## src/rtl/sample_dumper.sv

```systemverilog
// sample_dumper
//   Streams the circular sample memory to the UART transmitter after a capture.
//   The dump starts at the oldest sample, which is the trigger offset plus half
//   the buffer, and wraps naturally across the address space. Samples wider than
//   8 bits are sent as two bytes, MSB byte first and zero-extended.
//   Optional build macro: SAMPLE_DUMPER_CHECKSUM_EN. When it is defined, a trailing
//   two's-complement checksum byte is sent after the data bytes.
//
// Ports:
//   clk_50mhz  system clock
//   reset      asynchronous, active-high reset
//   activate   level input; a rising edge seen in IDLE starts a dump
//   done       high from dump completion until activate goes low
//   offset     trigger address from the sampler, sampled at dump start
//   mem_addr   registered RAM read address
//   mem_re     RAM read enable; read data is valid one clock later
//   mem_data   RAM read data
//   tx_active  UART busy flag
//   tx_start   one-cycle pulse that launches tx_data
//   tx_data    byte to transmit, held until the UART finishes

module sample_dumper #(
    parameter int SAMPLE_DEPTH = 8,
    parameter int WIDTH        = 8
) (
    input  logic                    clk_50mhz,
    input  logic                    reset,
    input  logic                    activate,
    output logic                    done,
    input  logic [SAMPLE_DEPTH-1:0] offset,
    output logic [SAMPLE_DEPTH-1:0] mem_addr,
    output logic                    mem_re,
    input  logic [WIDTH-1:0]        mem_data,
    input  logic                    tx_active,
    output logic                    tx_start,
    output logic [7:0]              tx_data
);

    // Half the buffer lies before the trigger, so offset+HALF is the oldest sample.
    localparam logic [SAMPLE_DEPTH-1:0] HALF = SAMPLE_DEPTH'(1 << (SAMPLE_DEPTH - 1));
    localparam int BPS = (WIDTH <= 8) ? 1 : 2;

    typedef enum logic [3:0] {
        IDLE,
        READ,
        LATCH,
        SEND,
        WAIT_BUSY,
        WAIT_IDLE,
        NEXT,
`ifdef SAMPLE_DUMPER_CHECKSUM_EN
        CSUM,
`endif
        FINISH
    } state_t;

    state_t                  state;
    logic                    activate_q;
    logic [SAMPLE_DEPTH-1:0] sample_cnt;
    logic [WIDTH-1:0]        sample;
    logic                    byte_idx;
    logic [1:0]              tmo_cnt;
    logic [15:0]             sample_ext;
    logic [7:0]              sel_byte;
`ifdef SAMPLE_DUMPER_CHECKSUM_EN
    logic [7:0]              csum;
    logic                    csum_phase;
`endif

    // Byte presented to the UART: the selected half of the sample, or the
    // negated running sum while the checksum byte is being sent.
    always_comb begin
        sample_ext = '0;
        sample_ext[WIDTH-1:0] = sample;
        sel_byte = byte_idx ? sample_ext[15:8] : sample_ext[7:0];
`ifdef SAMPLE_DUMPER_CHECKSUM_EN
        if (csum_phase) begin
            sel_byte = ~csum + 8'd1;
        end
`endif
    end

    always_ff @(posedge clk_50mhz or posedge reset) begin
        if (reset) begin
            state      <= IDLE;
            activate_q <= 1'b0;
            done       <= 1'b0;
            mem_addr   <= '0;
            mem_re     <= 1'b0;
            tx_start   <= 1'b0;
            tx_data    <= '0;
            sample_cnt <= '0;
            sample     <= '0;
            byte_idx   <= 1'b0;
            tmo_cnt    <= '0;
`ifdef SAMPLE_DUMPER_CHECKSUM_EN
            csum       <= '0;
            csum_phase <= 1'b0;
`endif
        end else begin
            activate_q <= activate;
            tx_start   <= 1'b0;
            case (state)
                IDLE: begin
                    done <= 1'b0;
                    if (activate && !activate_q) begin
                        mem_addr   <= offset + HALF;
                        sample_cnt <= '0;
                        mem_re     <= 1'b1;
`ifdef SAMPLE_DUMPER_CHECKSUM_EN
                        csum       <= '0;
                        csum_phase <= 1'b0;
`endif
                        state      <= READ;
                    end
                end
                READ: begin
                    // mem_re was raised on entry, so it is high for exactly this cycle.
                    mem_re <= 1'b0;
                    state  <= LATCH;
                end
                LATCH: begin
                    sample   <= mem_data;
                    mem_re   <= 1'b0;
                    byte_idx <= 1'(BPS - 1);
                    state    <= SEND;
                end
                SEND: begin
                    tx_data <= sel_byte;
                    if (!tx_active) begin
                        tx_start <= 1'b1;
                        tmo_cnt  <= '0;
`ifdef SAMPLE_DUMPER_CHECKSUM_EN
                        if (!csum_phase) begin
                            csum <= csum + sel_byte;
                        end
`endif
                        state    <= WAIT_BUSY;
                    end
                end
                WAIT_BUSY: begin
                    // A UART that never raises busy is treated as done after 4 cycles.
                    if (tx_active || tmo_cnt == 2'd3) begin
                        state <= WAIT_IDLE;
                    end else begin
                        tmo_cnt <= tmo_cnt + 2'd1;
                    end
                end
                WAIT_IDLE: begin
                    if (!tx_active) begin
                        if (byte_idx) begin
                            byte_idx <= byte_idx - 1'b1;
                            state    <= SEND;
`ifdef SAMPLE_DUMPER_CHECKSUM_EN
                        end else if (csum_phase) begin
                            done  <= 1'b1;
                            state <= FINISH;
`endif
                        end else begin
                            state <= NEXT;
                        end
                    end
                end
                NEXT: begin
                    if (sample_cnt == '1) begin
`ifdef SAMPLE_DUMPER_CHECKSUM_EN
                        state <= CSUM;
`else
                        done  <= 1'b1;
                        state <= FINISH;
`endif
                    end else begin
                        mem_addr   <= mem_addr + 1'b1;
                        sample_cnt <= sample_cnt + 1'b1;
                        mem_re     <= 1'b1;
                        state      <= READ;
                    end
                end
`ifdef SAMPLE_DUMPER_CHECKSUM_EN
                CSUM: begin
                    csum_phase <= 1'b1;
                    byte_idx   <= 1'b0;
                    state      <= SEND;
                end
`endif
                FINISH: begin
                    done <= 1'b1;
                    if (!activate) begin
                        done  <= 1'b0;
                        state <= IDLE;
                    end
                end
                default: state <= IDLE;
            endcase
        end
    end

endmodule

```

## config.mk

```make
export PLATFORM = sky130hd
export DESIGN_NAME = sample_dumper
export DESIGN_NICKNAME = d
export VERILOG_FILES = /design/src/rtl/sample_dumper.sv
export SDC_FILE = /design/constraint.sdc
export NUM_CORES = 1
export LEC_CHECK = 0
export ABC_CLOCK_PERIOD_IN_PS = 2530
export CORE_MARGIN = 2
export CORE_UTILIZATION = 67
export DETAILED_ROUTE_END_ITERATION = 6
export DONT_BUFFER_PORTS = 1
export GPL_ROUTABILITY_DRIVEN = 0
export PLACE_DENSITY = 0.83
export SYNTH_ARGS = -nofsm -noshare
export SYNTH_HDL_FRONTEND = slang
export SYNTH_SLANG_ARGS = --single-unit
```

## constraint.sdc

```tcl
create_clock -name clk_50mhz -period 2.53 [get_ports clk_50mhz]
set_input_delay 0.1265 -clock clk_50mhz [delete_from_list [all_inputs] [get_ports clk_50mhz]]
set_output_delay 0.1265 -clock clk_50mhz [all_outputs]
set_load 0.03 [all_outputs]
```

# Word-level counts from Yosys, hierarchy flattened

Cells that the tools add are included.

Register bits: 43
Input bits: 20
Word-level logic and storage cells: 78

$add $sub $neg: 5
Equality and inequality tests: 17
Mux-type cells: 29
Reduce and logical (&&, ||, !) cells: 16

Operator list:

| kind                | number |
|---|---|
| $mux 8              | 5 |
| $pmux 4 s8          | 1 |
| $pmux 8 s2          | 2 |
| $mux 4              | 5 |
| $add 8x1->8 const B | 2 |
| $eq 4x3->1 const B  | 4 |
| $ne 2x2->1 const B  | 8 |
| $reduce_and 3->1    | 3 |
| $add 8x8->8 const B | 1 |
| $eq 4x2->1 const B  | 2 |
| $eq 8x8->1 const B  | 1 |
| $mux 1              | 8 |
| $mux 3              | 2 |
| $pmux 1 s3          | 2 |
| $reduce_bool 2->1   | 3 |
| $reduce_bool 3->1   | 2 |
| $reduce_and 5->1    | 1 |
| $eq 4x1->1 const B  | 1 |
| $logic_not 4->1     | 1 |
| $mux 2              | 2 |
| $pmux 2 s2          | 1 |
| $reduce_and 2->1    | 2 |
| $add 2x1->2 const B | 1 |
| $eq 2x2->1 const B  | 1 |
| other kinds (6)     | 6 |

# Logic depth before layout (Yosys ltp)

Gate-level depths: netlist of the first run.

Word-level depth: 4
Mapped depth: 6
Gate-level depth less buffers: 5

# Worst setup path before layout of the first run

OpenSTA, ideal clock, no wires.

Path type: register to register
Start point: reg mem_addr[0]
End point: reg mem_addr[6]
Setup time: 65 ps
Arrival: 1678 ps
Setup slack: 787 ps
Stages on the path, launching flop included: 6
Buffers on the path: 0
Period minus slack after synthesis: 1743 ps
Cells stage by stage: dfrtp_1 -> ha_1 -> nand3_1 -> or4_1 -> a22oi_1 -> a211o_1

Cells in the longest elaborated chain, start to end: 3

Ends and longest elaborated chain:

| element                | line | source |
|---|---|---|
| start, declared        | 31   | `output logic [SAMPLE_DEPTH-1:0] mem_addr,` |
| start signal, assigned | 107  | `mem_addr <= offset + HALF;` |
| start signal, assigned | 173  | `mem_addr <= mem_addr + 1'b1;` |
| $add 8x1->8            | 173  |  |
| $mux 8                 | 165  | `if (sample_cnt == '1) begin` |
| $pmux 8 s2             | 103  | `case (state)` |

Every way passes these cells. The select of a mux whose other input is x is not followed.
A chain may end at the register's enable or synchronous reset.

# Worst setup path after layout of the first run

Start point: reg sample_cnt[0]
End point: reg mem_addr[5]

Cells in the longest elaborated chain, start to end: 3

Ends and longest elaborated chain:

| element                           | line | source |
|---|---|---|
| start, declared                   | 59   | `logic [SAMPLE_DEPTH-1:0] sample_cnt;` |
| start signal, assigned            | 174  | `sample_cnt <= sample_cnt + 1'b1;` |
| $eq 8x8->1                        | 165  |  |
| $ne 2x2->1 (no source line)       | --   |  |
| $reduce_and 3->1 (no source line) | --   |  |

Every way passes these cells.

==> run metrics, run 1 <==
status finished clean; Vias per Instance 6.53; Post-CTS Hold Buffers 17; Simple-Gate Fraction of Synth Area 16.0%; first-pass iteration count of the detailed router 5; critical path endpoint category flop; register bit total from synthesis 41; die height 59.3 µm; clk buf depth 2; Hold/Removal Path Class primary input to flop; Final Max Slew Viols 0; RSZ-0062 raised after global routing no; CP startpoint kind flop; largest family of logic cells by synthesized area compound AO/OA/AOI/OAI gates; Vias 1627; post-cts sizing count 0; Post-CTS Setup Inserts 0; Synth warnings 0; initial drt markers 85; Cell Area, Synth 2050 µm²; first-pass GRT wire length 7220 µm; core area 2980 µm²; maximum fanout along the worst path 15; Worst-Skew Late Latency 0.35 ns; Max H-tree Level 2; Least-Margin Pin Slew 0.583 ns; Worst Skew 0.00949 ns; # DRC 0; die area 3520 µm²; CP bufs+invs 0; Slew HR 61.1%; Post-Route WL 4380 µm; Sw Pwr 1280 µW; logic gate share of total power 31.5%; Nets 238; root buf cell clkbuf_4; area grow syn2layout 14.4%; R2R Setup Slk 0.35 ns; Pwr per Cell Area 1280 nW/µm²; CP max stage delay 0.55 ns; Flop pwr share 51.4%; number of antenna violations at the first check in global routing 0; row count 20; fraction of layout cells with a size suffix above 1 15.7%; vias in the first global route 1594; final hold slack 0.0396 ns; Clk pwr share 17.1%; DR WL/cell 17.6 µm; Placed Cells 224; setup_tns 0 ns; Top Family by Delay on Critical Path compound AO/OA/AOI/OAI gates; switching share of power 42.5%; GR Overflow Total 0; main area contributors after synthesis dfrtp_1, mux2_2, nand2_1; CP Class flop to flop; sequential fraction of the synthesis area 50.0%; clk sink count 41; CTS tree done; Layout Cells excl Fill 249; # IOs 39; Synth Area in Adders 1.83%; total of max-cap violations 0; final hold viol count 0; Antenna Nets Post-Route 0; Synth Area in Compound Gates 17.4%; Max Freq 460 MHz; die width 59.3 µm; largest net degree at the start of global routing 42; Diodes inserted 0; Initial Utilization 68.9%; Slowest cell on crit path o21ai_2; Avg Inst Size Synth 10.5 µm²; Yosys cell types 46; Post-Syn Instances 196; Peak VDD IR 0.807 mV; Tcrit/Tclk final 86.0%; Clock transition at path regs 0.12 ns; Num CTS Buffers 5; Lkg Pwr 0.00101 µW; gr usage total 27.5%; most frequent cells in the layout dfrtp_1, nand2_1, mux2_2, dlygate4sd3_1, nor2_1; top cell type's share of synthesized area 50.0%; WP data arrival 2.43 ns; P_int 1730 µW; Port-buffer cells 0; CP Data Required Time 2.78 ns; Synth Area in XOR/XNOR 0.427%; cell chain of the critical path ha_1, nand3_1, o21ai_2, nand2_1, a221o_1; Yosys top cell by area dfrtp_1; Setup violations, final 0; most common cell after layout, fill and taps aside dfrtp_1; DP Wirelength 2880 µm; multiplexer share of the synthesized area 10.8%; crit path time final 2.18 ns; syn_nets 219
## per-stage QoR
stage               instance area (µm²)  setup WS, ns  power, µW  utilization (%)
floorplan                          2050         0.787       2240                -
global placement                   2070         0.591       2370             69.6
detailed placement                 2070         0.465       2460             69.6
CTS                                2350         0.428       3010             78.8
global route                       2350         0.230       3200             78.8
finish                             2350         0.355       3010             78.8
## worst min-delay path: stages
cell     delay, ns
nand2_1       0.03
o41ai_1       0.06
a221o_1       0.14
## path summary, 6_finish.rpt
check | endpoint | depth (start not counted) | from
max in group asynchronous | activate_q | 3 | reset
min reg2reg | sample_cnt[6] | 1 | sample_cnt[6]
max reg2reg | mem_addr[5] | 5 | sample_cnt[0]
min | mem_addr[5] | 3 | offset[5]
max | mem_addr[5] | 5 | sample_cnt[0]
min in group asynchronous | sample[7] | 3 | reset
## power groups by stage
stage | clock network, µW | registers (µW) | logic (µW)
6_report | 515 | 1550 | 949
5_1_grt | 557 | 1590 | 1050
4_1_cts | 527 | 1540 | 946
3_5_place_dp | 0 | 1550 | 913
3_3_place_gp | 0 | 1510 | 862
2_1_floorplan | 0 | 1410 | 824
## cell usage after synthesis, drive strengths merged
cell type and number:
a211o 2, a211oi 2, a21boi 4, a21o 2, a21oi 6, a221o 1, a221oi 1, a22o 2
a22oi 1, a31oi 3, and2 1, and3 2, and3b 1, buf 8, clkbuf 1, dfrtp 41
ha 3, inv 6, mux2 17, mux2i 3, nand2 19, nand2b 1, nand3 10, nand3b 2
nand4 3, nor2 15, nor2b 2, nor3 4, nor3b 2, nor4 1, o211ai 4, o21a 3
o21ai 12, o21bai 1, o311ai 2, o31ai 3, o41ai 1, or3 1, or4 1, or4b 1
xnor2 1
## flip-flops by register name (all words and copies together) (netlist names), 2 cells and up
name and flops:
tmo_cnt 2, mem_addr 8, state 3, tx_data 8, sample 8, sample_cnt 8
## metal layers
layer	GRT usage, %	wire (µm)
met5	0	0
met4	10.4	56
met3	9.17	352
met2	44.0	2190
met1	34.7	1790
## cell families (layout without fill, tap and decap cells)
| kind of cell | count (synthesis) | in the layout |
|---|---|---|
| multiplexers | 20 | 20 |
| buffers and inverters | 15 | 35 |
| AO/OA/AOI/OAI | 50 | 50 |
| XOR/XNOR | 1 | 1 |
| adder cells (fa/ha/maj) | 3 | 3 |
| flip-flops | 41 | 41 |
| AND/OR/NAND/NOR | 66 | 66 |
## layout make-up
class	instances	area [µm²]
multi-input combinational	140	953
timing repair buffer	21	200
tap	33	41.3
inverter	6	22.5
sequential	41	1030
clock inverter	3	65.1
clock buffer	5	37.5
fill	181	632
(Power assumes the default switching activity.)
==> inputs of run 2 (changes only) <==
==> config.mk (replaced) <==
export PLATFORM = sky130hd
export DESIGN_NAME = sample_dumper
export DESIGN_NICKNAME = d
export VERILOG_FILES = /design/src/rtl/sample_dumper.sv
export SDC_FILE = /design/constraint.sdc
export NUM_CORES = 1
export LEC_CHECK = 0
export ABC_CLOCK_PERIOD_IN_PS = 2000
export CORE_MARGIN = 2
export CORE_UTILIZATION = 56
export DETAILED_ROUTE_END_ITERATION = 6
export DONT_BUFFER_PORTS = 1
export GPL_ROUTABILITY_DRIVEN = 0
export PLACE_DENSITY = 0.74
export RECOVER_POWER = 100
export SYNTH_ARGS = -nofsm -noshare
export SYNTH_HDL_FRONTEND = slang
export SYNTH_SLANG_ARGS = --single-unit
==> constraint.sdc (replaced) <==
create_clock -name clk_50mhz -period 2 [get_ports clk_50mhz]
set_input_delay 0.1 -clock clk_50mhz [delete_from_list [all_inputs] [get_ports clk_50mhz]]
set_output_delay 0.1 -clock clk_50mhz [all_outputs]
set_load 0.03 [all_outputs]
==> run 2 against run 1 <==
Compared with the run above:
- sequential cell count did not move
- sequential power increased by 19%
- total power rose by 25%
- hold slack got worse by 0.0074 ns
- setup slack worse by 0.21 ns
- maximum frequency is 17% higher
- cell area is 2.1% higher
- critical path type unchanged
==> run metrics, run 2 (synthesis results as in run 1) <==
Slew HR 33.3% (-28 points); # IOs 39 (unchanged); first-pass iteration count of the detailed router 4 (-1); Max H-tree Level 2 (unchanged); area grow syn2layout 16.8%; Final Max Slew Viols 0 (unchanged); Pwr per Cell Area 1570 nW/µm² (+22%); core area 3420 µm² (+15%); Initial Utilization 60.0% (-8.8 points); DP Wirelength 3090 µm (+7.4%); CP max stage delay 0.41 ns (-0.14 ns); Tcrit/Tclk final 92.9% (+6.9 points); setup_tns 0 ns (unchanged); cell chain of the critical path ha_1, nand3_1, o21ai_4, nand2_1, a221o_1; Hold/Removal Path Class primary input to flop; post-route cell area 2390 µm² (+2.1%); Vias 1641 (+0.86%); initial drt markers 68 (-20%); die area 4160 µm² (+18%); # DRC 0 (unchanged); Worst-Skew Late Latency 0.35 ns (about the same); WP data arrival 2.11 ns (-0.32 ns); Port-buffer cells 0 (unchanged); CTS tree done; Antenna Nets Post-Route 0 (unchanged); largest net degree at the start of global routing 42 (unchanged); critical path endpoint category flop; Worst Skew 0.00592 ns (-0.00357 ns); vias in the first global route 1671 (+4.8%); Diodes inserted 0 (unchanged); Peak VDD IR 1.07 mV (+33%); fraction of layout cells with a size suffix above 1 15.6% (-0.19 points); Placement Cell Area 2150 µm² (+3.7%); Filler cells 262 (+45%); gr usage total 24.0% (-3.5 points); Setup violations, final 0 (unchanged); status finished clean; Post-Route WL 4490 µm (+2.4%); Nets 247 (+3.8%); Lkg Pwr 0.00101 µW (+0.61%); first-pass GRT wire length 7620 µm (+5.5%); final hold viol count 0 (unchanged); Clock transition at path regs 0.12 ns (about the same); DR WL/cell 16.6 µm (-5.9%); CP Data Required Time 2.26 ns (-0.52 ns); CP startpoint kind flop; maximum fanout along the worst path 15 (unchanged); most common cell after layout, fill and taps aside dfrtp_1; crit path time final 1.86 ns (-0.317 ns); die height 64.5 µm (+8.7%); Slowest cell on crit path dfrtp_1; Max Freq 538 MHz (+17%); pre-CTS WS 0.0316 ns (-0.434 ns); most frequent cells in the layout dfrtp_1, nand2_1, dlygate4sd3_1; clk sink count 41 (unchanged); die width 64.5 µm (+8.7%); CP Class flop to flop; total power 3760 µW (+25%); root buf cell clkbuf_4; Num CTS Buffers 5 (unchanged); number of antenna violations at the first check in global routing 0 (unchanged); Setup WS post-layout 0.142 ns (-0.213 ns); clk buf depth 2 (unchanged); final hold slack 0.0323 ns (-0.00736 ns); total of max-cap violations 0 (unchanged); GR Overflow Total 0 (unchanged); Least-Margin Pin Slew 1.00 ns (+0.417 ns); Vias per Instance 6.06 (-7.3%); row count 21 (+5.0%); Post-CTS Setup Inserts 0 (unchanged)
[run 2: cell types whose count changed in the layout (fill, tap and decap cells not counted), sizes merged]
cell,change
dlygate4sd3,+1
clkinvlp,+1
clkbuf,+10
clkinv,-1
buf,-1
bufinv,-1
[run 2: worst paths after layout]
path | startpoint | end | slack (ns) | cells after the start
worst max-delay path | sample_cnt[0] | mem_addr[5] | 0.14 | 5
worst min-delay path | tx_active | state[0] | 0.03 | 4
worst max register to register | sample_cnt[0] | mem_addr[5] | 0.14 | 5
worst min register to register | sample_cnt[6] | sample_cnt[6] | 0.51 | 1
max in group asynchronous | reset | mem_addr[4] | 0.87 | 3
min in group asynchronous | reset | sample[2] | 0.52 | 3
[run 2: area by class of cell]
cell class,instances,area (µm²),area share (%)
Clock inverter,2,37.5,1.57
Clock buffer,6,51.3,2.14
Sequential cell,41,1030,42.8
Inverter,6,22.5,0.940
Tap cell,46,57.6,2.40
Multi-Input combinational cell,140,961,40.1
Timing Repair Buffer,30,239,9.98
[run 2: worst max-delay path, delay by kind of cell (launching register included)]
kind                       cells  cell delay, ns
AOI/OAI and AO/OA              2            0.73
and+or+nand+nor                2            0.41
DFF                            1            0.41
adders and majority gates      1            0.22
[run 2: routing by layer]
layer	up-vias	global-route usage (%)	wire [µm]
li1	773	-	-
met1	800	29.1	1850
met2	60	41.5	2290
met3	8	6.94	278
met4	0	7.45	69
met5	-	0	0
[run 2: timing repair]
| item | in CTS | in global routing |
|---|---|---|
| endpoints found under the hold margin | 60 | 0 |
| gates resized for setup | 0 | 1 |
| hold buffers | 18 | 0 |
| endpoints found under the setup margin | 0 | 4 |
[run 2: through the flow]
step | utilization, % | std cells
after global placement | 62.9 | 245
after floorplan | - | 196
after global routing | 70.1 | 271
final | 70.1 | 271
after detailed placement | 62.9 | 245
after CTS | 70.8 | 271
[run 2: report_power, final]
group	internal (µW)	switching, µW	total (µW)
Sequential	1190	646	1840
Combinational	643	706	1350
Clock	297	277	574
==> inputs of run 3 (changes only) <==
==> constraint.sdc (replaced) <==
create_clock -name clk_50mhz -period 2 [get_ports clk_50mhz]
set_input_delay 0.4 -clock clk_50mhz [delete_from_list [all_inputs] [get_ports clk_50mhz]]
set_output_delay 0.4 -clock clk_50mhz [all_outputs]
set_load 0.03 [all_outputs]
==> run 3 against run 2 <==
Compared with the run above:
- maximum frequency rose by 0.34%
- hold slack gained 0.028 ns
- combinational power about the same
- critical path type unchanged
- largest cell class unchanged
- largest power group unchanged
- highest routed layer unchanged
==> run metrics, run 3 (synthesis results as in run 1) <==
status finished clean; Diodes inserted 0 (unchanged); DR WL/cell 16.9 µm (+2.1%); critical path endpoint category flop; Least-Margin Pin Slew 1.02 ns (+0.0196 ns); Filler cells 289 (+10%); first-pass iteration count of the detailed router 5 (+1); CP startpoint kind flop; crit path time final 1.85 ns (-0.00622 ns); Num CTS Buffers 5 (unchanged); most common cell after layout, fill and taps aside dfrtp_1; WP data arrival 2.11 ns (about the same); Initial Utilization 60.0% (unchanged); number of antenna violations at the first check in global routing 0 (unchanged); clk sink count 41 (unchanged); largest net degree at the start of global routing 42 (unchanged); Antenna Nets Post-Route 0 (unchanged); row count 21 (unchanged); fraction of layout cells with a size suffix above 1 16.9% (+1.4 points); area grow syn2layout 7.99%; Port-buffer cells 0 (unchanged); Max Freq 540 MHz (+0.34%); Top Family by Delay on Critical Path compound AO/OA/AOI/OAI gates; Setup WS post-layout 0.148 ns (+0.00623 ns); Placement Cell Area 2150 µm² (unchanged); post-layout util 64.8% (-5.3 points); Vias 1557 (-5.1%); Placed Cells 245 (unchanged); core area 3420 µm² (unchanged); # DRC 0 (unchanged); vias in the first global route 1581 (-5.4%); gr usage total 22.9% (-1.2 points); Final Max Slew Viols 0 (unchanged); Pwr per Cell Area 1680 nW/µm² (+7.1%); maximum fanout along the worst path 15 (unchanged); Tcrit/Tclk final 92.6% (-0.31 points); Slew HR 32.0% (-1.3 points); die area 4160 µm² (unchanged); Layout Cells excl Fill 253 (-6.6%); Lkg Pwr 0.000938 µW (-7.4%); Peak VDD IR 1.08 mV (about the same); cell chain of the critical path ha_1, nand3_1, o21ai_4, nand2_1, a221o_1; # IOs 39 (unchanged); pre-CTS WS 0.0316 ns (unchanged); Worst-Skew Late Latency 0.35 ns (about the same); final hold viol count 0 (unchanged); Hold/Removal Path Class primary input to flop; Clock transition at path regs 0.12 ns (about the same); Vias per Instance 6.15 (+1.6%); setup_tns 0 ns (unchanged); CP bufs+invs 0 (unchanged); DP Wirelength 3090 µm (unchanged); Setup violations, final 0 (unchanged); CTS tree done; GR Overflow Total 0 (unchanged); clk buf depth 2 (unchanged); total of max-cap violations 0 (unchanged); die width 64.5 µm (unchanged); most frequent cells in the layout dfrtp_1, nand2_1, mux2_2; die height 64.5 µm (unchanged); CP max stage delay 0.41 ns (about the same); Nets 229 (-7.3%); initial drt markers 93 (+37%); CP Class flop to flop; first-pass GRT wire length 7270 µm (-4.6%); Max H-tree Level 2 (unchanged); Worst Skew 0.00646 ns (+0.000542 ns); CP Data Required Time 2.25 ns (about the same); Post-Route WL 4280 µm (-4.7%); root buf cell clkbuf_4; Slowest cell on crit path dfrtp_1; Post-CTS Hold Buffers 0 (-18); post-route cell area 2210 µm² (-7.5%)
run 3: cell types whose count changed in the layout (fill, tap and decap cells not counted), sizes merged:
cell and change:
dlygate4sd3 -18
run 3: worst register-to-register path: cells and delay by family (launching register included):
family / cells / cell delay, ns
compound gates: 2 / 0.73
flops: 1 / 0.41
simple gates: 2 / 0.40
fa+ha+maj: 1 / 0.22
run 3: report_power, final:
part	internal (µW)	total (µW)	switching, µW	leakage (µW)
combinational	620	1320	697	0.000388
clock	297	575	278	0.0000445
sequential	1190	1840	643	0.000505
run 3: worst paths after layout:
check | endpoint | cells after the start | slack (ns) | from
worst max-delay path | mem_addr[5] | 5 | 0.15 | sample_cnt[0]
worst min-delay path | activate_q | 0 | 0.06 | activate
worst max register to register | mem_addr[5] | 5 | 0.15 | sample_cnt[0]
worst min register to register | sample_cnt[6] | 1 | 0.51 | sample_cnt[6]
max in group asynchronous | done | 2 | 1.14 | reset
min in group asynchronous | sample_cnt[6] | 2 | 0.24 | reset
run 3: cell type report:
cell class	count	area, µm²	area share, %
sequential	41	1030	46.3
multi-input combinational	140	961	43.4
timing repair buffer	12	58.8	2.66
tap	46	57.6	2.60
clock buffer	6	51.3	2.32
clock inverter	2	37.5	1.69
inverter	6	22.5	1.02
run 3: per-layer routing:
layer	track usage, %	vias up	share of wire, %
li1	-	738	-
met2	38.4	57	49
met4	6.65	0	1.1
met3	7.12	7	6.9
met1	28.5	755	43
met5	0	-	0
run 3: repair_timing:
| item | 4_1_cts | 5_1_grt |
|---|---|---|
| buffers inserted | 0 | 0 |
| endpoints found under the hold margin | 0 | 0 |
| endpoints found under the setup margin | 0 | 4 |
| resized for setup | 0 | 1 |
run 3: through the flow:
step | hold WS (ns) | power, µW
2_1_floorplan | 0.431 | 2830
4_1_cts | 0.0480 | 3800
6_report | 0.0600 | 3730
5_1_grt | 0.0241 | 3980
3_5_place_dp | 0.432 | 3230
3_3_place_gp | 0.432 | 3130
